[config.mk]
export PLATFORM = sky130hd
export DESIGN_NAME = key_conditioner
export DESIGN_NICKNAME = d
export VERILOG_FILES = /design/src/rtl/key_conditioner.sv
export SDC_FILE = /design/constraint.sdc
export NUM_CORES = 1
export LEC_CHECK = 0
export BUFFER_PORTS_ARGS = -buffer_cell sky130_fd_sc_hd__buf_2
export CORE_MARGIN = 2
export CORE_UTILIZATION = 62
export DETAILED_ROUTE_END_ITERATION = 10
export GPL_ROUTABILITY_DRIVEN = 0
export PLACE_DENSITY = 0.79
export SKIP_CTS_REPAIR_TIMING = 1
export SLEW_MARGIN = 0
export SYNTH_ARGS = -nofsm -noshare
export SYNTH_HDL_FRONTEND = slang
export SYNTH_SLANG_ARGS = --single-unit
[constraint.sdc]
create_clock -name clk -period 2.5 [get_ports clk]
set_input_delay 0.125 -clock clk [delete_from_list [all_inputs] [get_ports clk]]
set_output_delay 0.125 -clock clk [all_outputs]
set_load 0.02 [all_outputs]
[src/rtl/key_conditioner.sv]
// key_conditioner: synchronizes, debounces and pulse-encodes active-low push-buttons
module key_conditioner #(
    parameter int NUM_KEYS        = 2,
    parameter int DEBOUNCE_CYCLES = 500000,
    parameter int HOLD_CYCLES     = 100000000
) (
    input  logic                clk,
    input  logic                rst,
    input  logic [NUM_KEYS-1:0] key_n,
    output logic [NUM_KEYS-1:0] pressed,
    output logic [NUM_KEYS-1:0] press_pulse,
    output logic [NUM_KEYS-1:0] release_pulse,
    output logic [NUM_KEYS-1:0] hold_pulse
);
    localparam int CW = $clog2(DEBOUNCE_CYCLES + 1);
    localparam int HW = $clog2(HOLD_CYCLES + 1);
    // The sample arriving on the edge where the count equals DB_LAST is the
    // DEBOUNCE_CYCLES-th unbroken one, so the change is accepted on that edge.
    localparam logic [CW-1:0] DB_LAST   = CW'(DEBOUNCE_CYCLES - 1);
    localparam logic [CW-1:0] DB_ONE    = CW'(1);
    localparam logic [HW-1:0] HOLD_MAX  = HW'(HOLD_CYCLES);
    localparam logic [HW-1:0] HOLD_LAST = HW'(HOLD_CYCLES - 1);
    localparam logic [HW-1:0] HOLD_ONE  = HW'(1);

    typedef enum logic [1:0] {IDLE, PRESS_WAIT, PRESSED, RELEASE_WAIT} state_t;

    for (genvar i = 0; i < NUM_KEYS; i++) begin : g_ch
        logic          meta_q, s_q;
        state_t        state_q, state_d;
        logic [CW-1:0] cnt_q, cnt_d;
        logic [HW-1:0] timer_q, timer_d;
        logic          press_q, release_q, hold_q;
        logic          held_now, hold_fire;

        // Two-flop synchronizer on the inverted key (1 = pressed)
        always_ff @(posedge clk) begin
            if (!rst) begin
                meta_q <= 1'b0;
                s_q    <= 1'b0;
            end else begin
                meta_q <= ~key_n[i];
                s_q    <= meta_q;
            end
        end

        // Debounce next-state and qualification counter
        always_comb begin
            state_d = state_q;
            cnt_d   = cnt_q;
            case (state_q)
                IDLE: if (s_q) begin
                    state_d = (DEBOUNCE_CYCLES == 1) ? PRESSED : PRESS_WAIT;
                    cnt_d   = (DEBOUNCE_CYCLES == 1) ? '0 : DB_ONE;
                end
                PRESS_WAIT: begin
                    state_d = !s_q ? IDLE : (cnt_q == DB_LAST) ? PRESSED : PRESS_WAIT;
                    cnt_d   = (!s_q || cnt_q == DB_LAST) ? '0 : cnt_q + DB_ONE;
                end
                PRESSED: if (!s_q) begin
                    state_d = (DEBOUNCE_CYCLES == 1) ? IDLE : RELEASE_WAIT;
                    cnt_d   = (DEBOUNCE_CYCLES == 1) ? '0 : DB_ONE;
                end
                RELEASE_WAIT: begin
                    state_d = s_q ? PRESSED : (cnt_q == DB_LAST) ? IDLE : RELEASE_WAIT;
                    cnt_d   = (s_q || cnt_q == DB_LAST) ? '0 : cnt_q + DB_ONE;
                end
                default: begin
                    state_d = IDLE;
                    cnt_d   = '0;
                end
            endcase
        end

        // Hold timer: restarts on a fresh press, saturates so it fires once per press
        always_comb begin
            held_now  = (state_q == PRESSED) || (state_q == RELEASE_WAIT);
            timer_d   = (state_d == IDLE || (state_d == PRESSED && !held_now)) ? '0 :
                        (held_now && timer_q != HOLD_MAX) ? timer_q + HOLD_ONE : timer_q;
            hold_fire = held_now && state_d != IDLE && timer_q == HOLD_LAST;
        end

        // State, counters and registered strobes
        always_ff @(posedge clk) begin
            if (!rst) begin
                state_q   <= IDLE;
                cnt_q     <= '0;
                timer_q   <= '0;
                press_q   <= 1'b0;
                release_q <= 1'b0;
                hold_q    <= 1'b0;
            end else begin
                state_q   <= state_d;
                cnt_q     <= cnt_d;
                timer_q   <= timer_d;
                press_q   <= state_d == PRESSED && !held_now;
                release_q <= held_now && state_d == IDLE;
                hold_q    <= hold_fire;
            end
        end

        assign pressed[i]       = held_now;
        assign press_pulse[i]   = press_q;
        assign release_pulse[i] = release_q;
        assign hold_pulse[i]    = hold_q;
    end
endmodule

==> flow_summary.json <==
{
  "syn_nets": 586,
  "synth-main-ff-cell": "dfxtp_1",
  "criticalPathCategory": "flip-flop to flip-flop",
  "final_util": 0.681,
  "clkSlewWorstSetupHoldPaths_ps": 90,
  "nets": 594,
  "cap_viol_max_count": 0,
  "ys_ff_latch": 106,
  "wl_um": 9110,
  "postRouteAntennaNets": 0,
  "worst_setup_path_end_kind": "flip-flop",
  "grt_start_max_net_pins": 28,
  "cts_buffers": 9,
  "synth.distinct_cells": 50,
  "port_buffers": 11,
  "routedWlPerCell_um": 13.2,
  "num_rows": 32,
  "drc": 0,
  "status": "completed",
  "yosysTopAreaCell": "dfxtp_1",
  "netlist_area_sq_um": 4930,
  "initial_core_util": 0.638,
  "die_w_um": 93.2,
  "vias": 3884,
  "crit_path_max_incr_delay_ps": 560,
  "cts_sinks": 106,
  "top_level_ports": 12,
  "avgSynthCellArea_sq_um": 8.56,
  "fmax_mhz": 457,
  "clock_path_buffers": 2,
  "arrival_ps": 2430,
  "ys_warn_count": 0,
  "h-tree-depth": 3,
  "initialDrtViolationCount": 118,
  "yosysMostFrequentCell": "nor2_1",
  "finalMaxSlewViolations": 0,
  "yosys-top-cells-count": "nor2_1, dfxtp_1, xnor2_1",
  "regToRegSetupSlack_ps": 310,
  "cts_tree": "done",
  "hold_viol": 0,
  "synthArstFlopShare": 0,
  "gr-total-overflow": 0,
  "setup_viol": 0,
  "synthTopCellsByArea": "dfxtp_1, xnor2_1, nor2_1, xor2_1, nand4_1",
  "grt_antenna_before_repair": 0,
  "cts-root-buf": "clkbuf_8",
  "synth_top_area_share": 0.430,
  "grt_pass1_wl_um": 15800,
  "skew_ps": 9.59,
  "dieArea_sq_um": 8680,
  "relSlewSlack": 0.477,
  "drtPass1Iterations": 4,
  "diodes": 0,
  "fp.dieH_um": 93.2,
  "synthCells": 576,
  "power_leakage_uw": 0.00163,
  "grt_pass1_vias": 3552,
  "core_sq_um": 7730,
  "rsz0062_at_grt": "false",
  "layout-area-overhead-vs-synth_pct": 6.75,
  "clock_latency_ps": 350,
  "drive_gt1_frac": 0.0662,
  "worst_pin_slew_ps": 777,
  "hp-class": "input port to flip-flop",
  "tns_ps": 0,
  "power-per-cell-area_nw_per_um2": 530,
  "critPathMaxFanout": 27,
  "r2r.worst_path.cells": 6,
  "crit_path_top_delay_cell": "or4_4",
  "crit_required_ps": 2750,
  "start_kind": "flip-flop",
  "worstPathCellList": "or4_4 > nor4_4 > a31oi_1 > o21ai_4 > buf_12 > nor2_1",
  "synth_edf_count": 0,
  "min_path_cells": 2,
  "track_usage": 0.219,
  "timing.final.crit_share": 0.876,
  "routed_via_density": 5.62,
  "yosysSeqAreaShare": 0.430,
  "min_period_ps": 2190,
  "worst_ir_drop_vdd_uv": 324,
  "dp_hpwl_um": 6230
}
[worst max-delay path: cells and delay by family, from the launching register on]
| kind | cells | cell delay, ps |
|---|---|---|
| compound gates | 2 | 470 |
| buf+inv | 1 | 190 |
| flops | 1 | 370 |
| simple gates | 3 | 1060 |
[metrics by stage]
| stage | area (sq um) | power [uW] | hold slack, ps | instances | setup WS (ps) |
|---|---|---|---|---|---|
| 2_1_floorplan | 4930 | 1770 | 197 | 576 | 413 |
| 3_3_place_gp | 5050 | 1790 | 309 | 673 | 396 |
| 3_5_place_dp | 5050 | 1790 | 311 | 673 | 345 |
| 4_1_cts | 5250 | 2820 | -73.2 | 689 | 300 |
| 5_1_grt | 5270 | 2890 | 165 | 691 | 194 |
| 6_report | 5270 | 2790 | 161 | 691 | 311 |
[flip-flops by register name, indices dropped and copies added (netlist names)]
register,cells
g_ch.release_q,2
g_ch.meta_q,2
g_ch.state_q,4
g_ch.hold_q,2
g_ch.cnt_q,38
g_ch.press_q,2
g_ch.s_q,2
g_ch.timer_q,54
[report_power, final]
group	switching [uW]	internal, uW	total [uW]
combinational	38.0	19.1	57.1
sequential	6.41	1690	1700
clock	540	493	1030
total	585	2200	2790
[cell usage in the layout, fill, tap and decap left out, types with 10 or more instances in the layout]
| master | instances |
|---|---|
| nor2_1 | 123 |
| clkbuf_8 | 10 |
| nor3_1 | 21 |
| nor4_1 | 16 |
| nand3_1 | 19 |
| xor2_1 | 31 |
| and4_1 | 14 |
| nand4_1 | 30 |
| dfxtp_1 | 106 |
| nand2_1 | 41 |
| inv_1 | 21 |
| buf_2 | 11 |
| xnor2_1 | 56 |
[kinds of logic (layout without fill, tap and decap cells)]
logic type | Yosys count | in the layout | share of synthesized area
AND/OR/NAND/NOR | 296 | 296 | 0.300
AO/OA/AOI/OAI | 33 | 33 | 0.0505
flip-flops | 106 | 106 | 0.430
XOR/XNOR | 87 | 87 | 0.154
adder cells (fa/ha/maj) | 6 | 6 | 0.0152
buffers and inverters | 46 | 59 | 0.0452
multiplexers | 2 | 2 | 0.00406
[worst paths after layout]
check                                            to              from
worst min register to register          g_ch[0].s_q    g_ch[0].meta_q
worst max-delay path            g_ch[1].timer_q[25]  g_ch[1].cnt_q[5]
worst min-delay path             g_ch[0].state_q[1]               rst
worst max register to register  g_ch[1].timer_q[25]  g_ch[1].cnt_q[5]
[per-layer routing]
metal  vias to the layer above  wire (um)  part of all wire  global-route usage
li1                       1999          -                 -                   -
met1                      1840       4420              0.49               0.290
met2                        40       4410              0.48               0.374
met3                         5        228             0.025              0.0427
met4                         0         50            0.0055              0.0453
met5                         -          0                 0                   0
[cell type report]
| type | instances | area, sq um |
|---|---|---|
| inverters | 21 | 78.8 |
| clock inverters | 4 | 48.8 |
| clock buffers | 12 | 145 |
| repair buffers | 22 | 155 |
| fillers | 626 | 2460 |
| well taps | 102 | 128 |
| multi-input cells | 424 | 2590 |
| flip-flops and latches | 106 | 2120 |
Note: power is estimated with default switching activity, not from simulation.
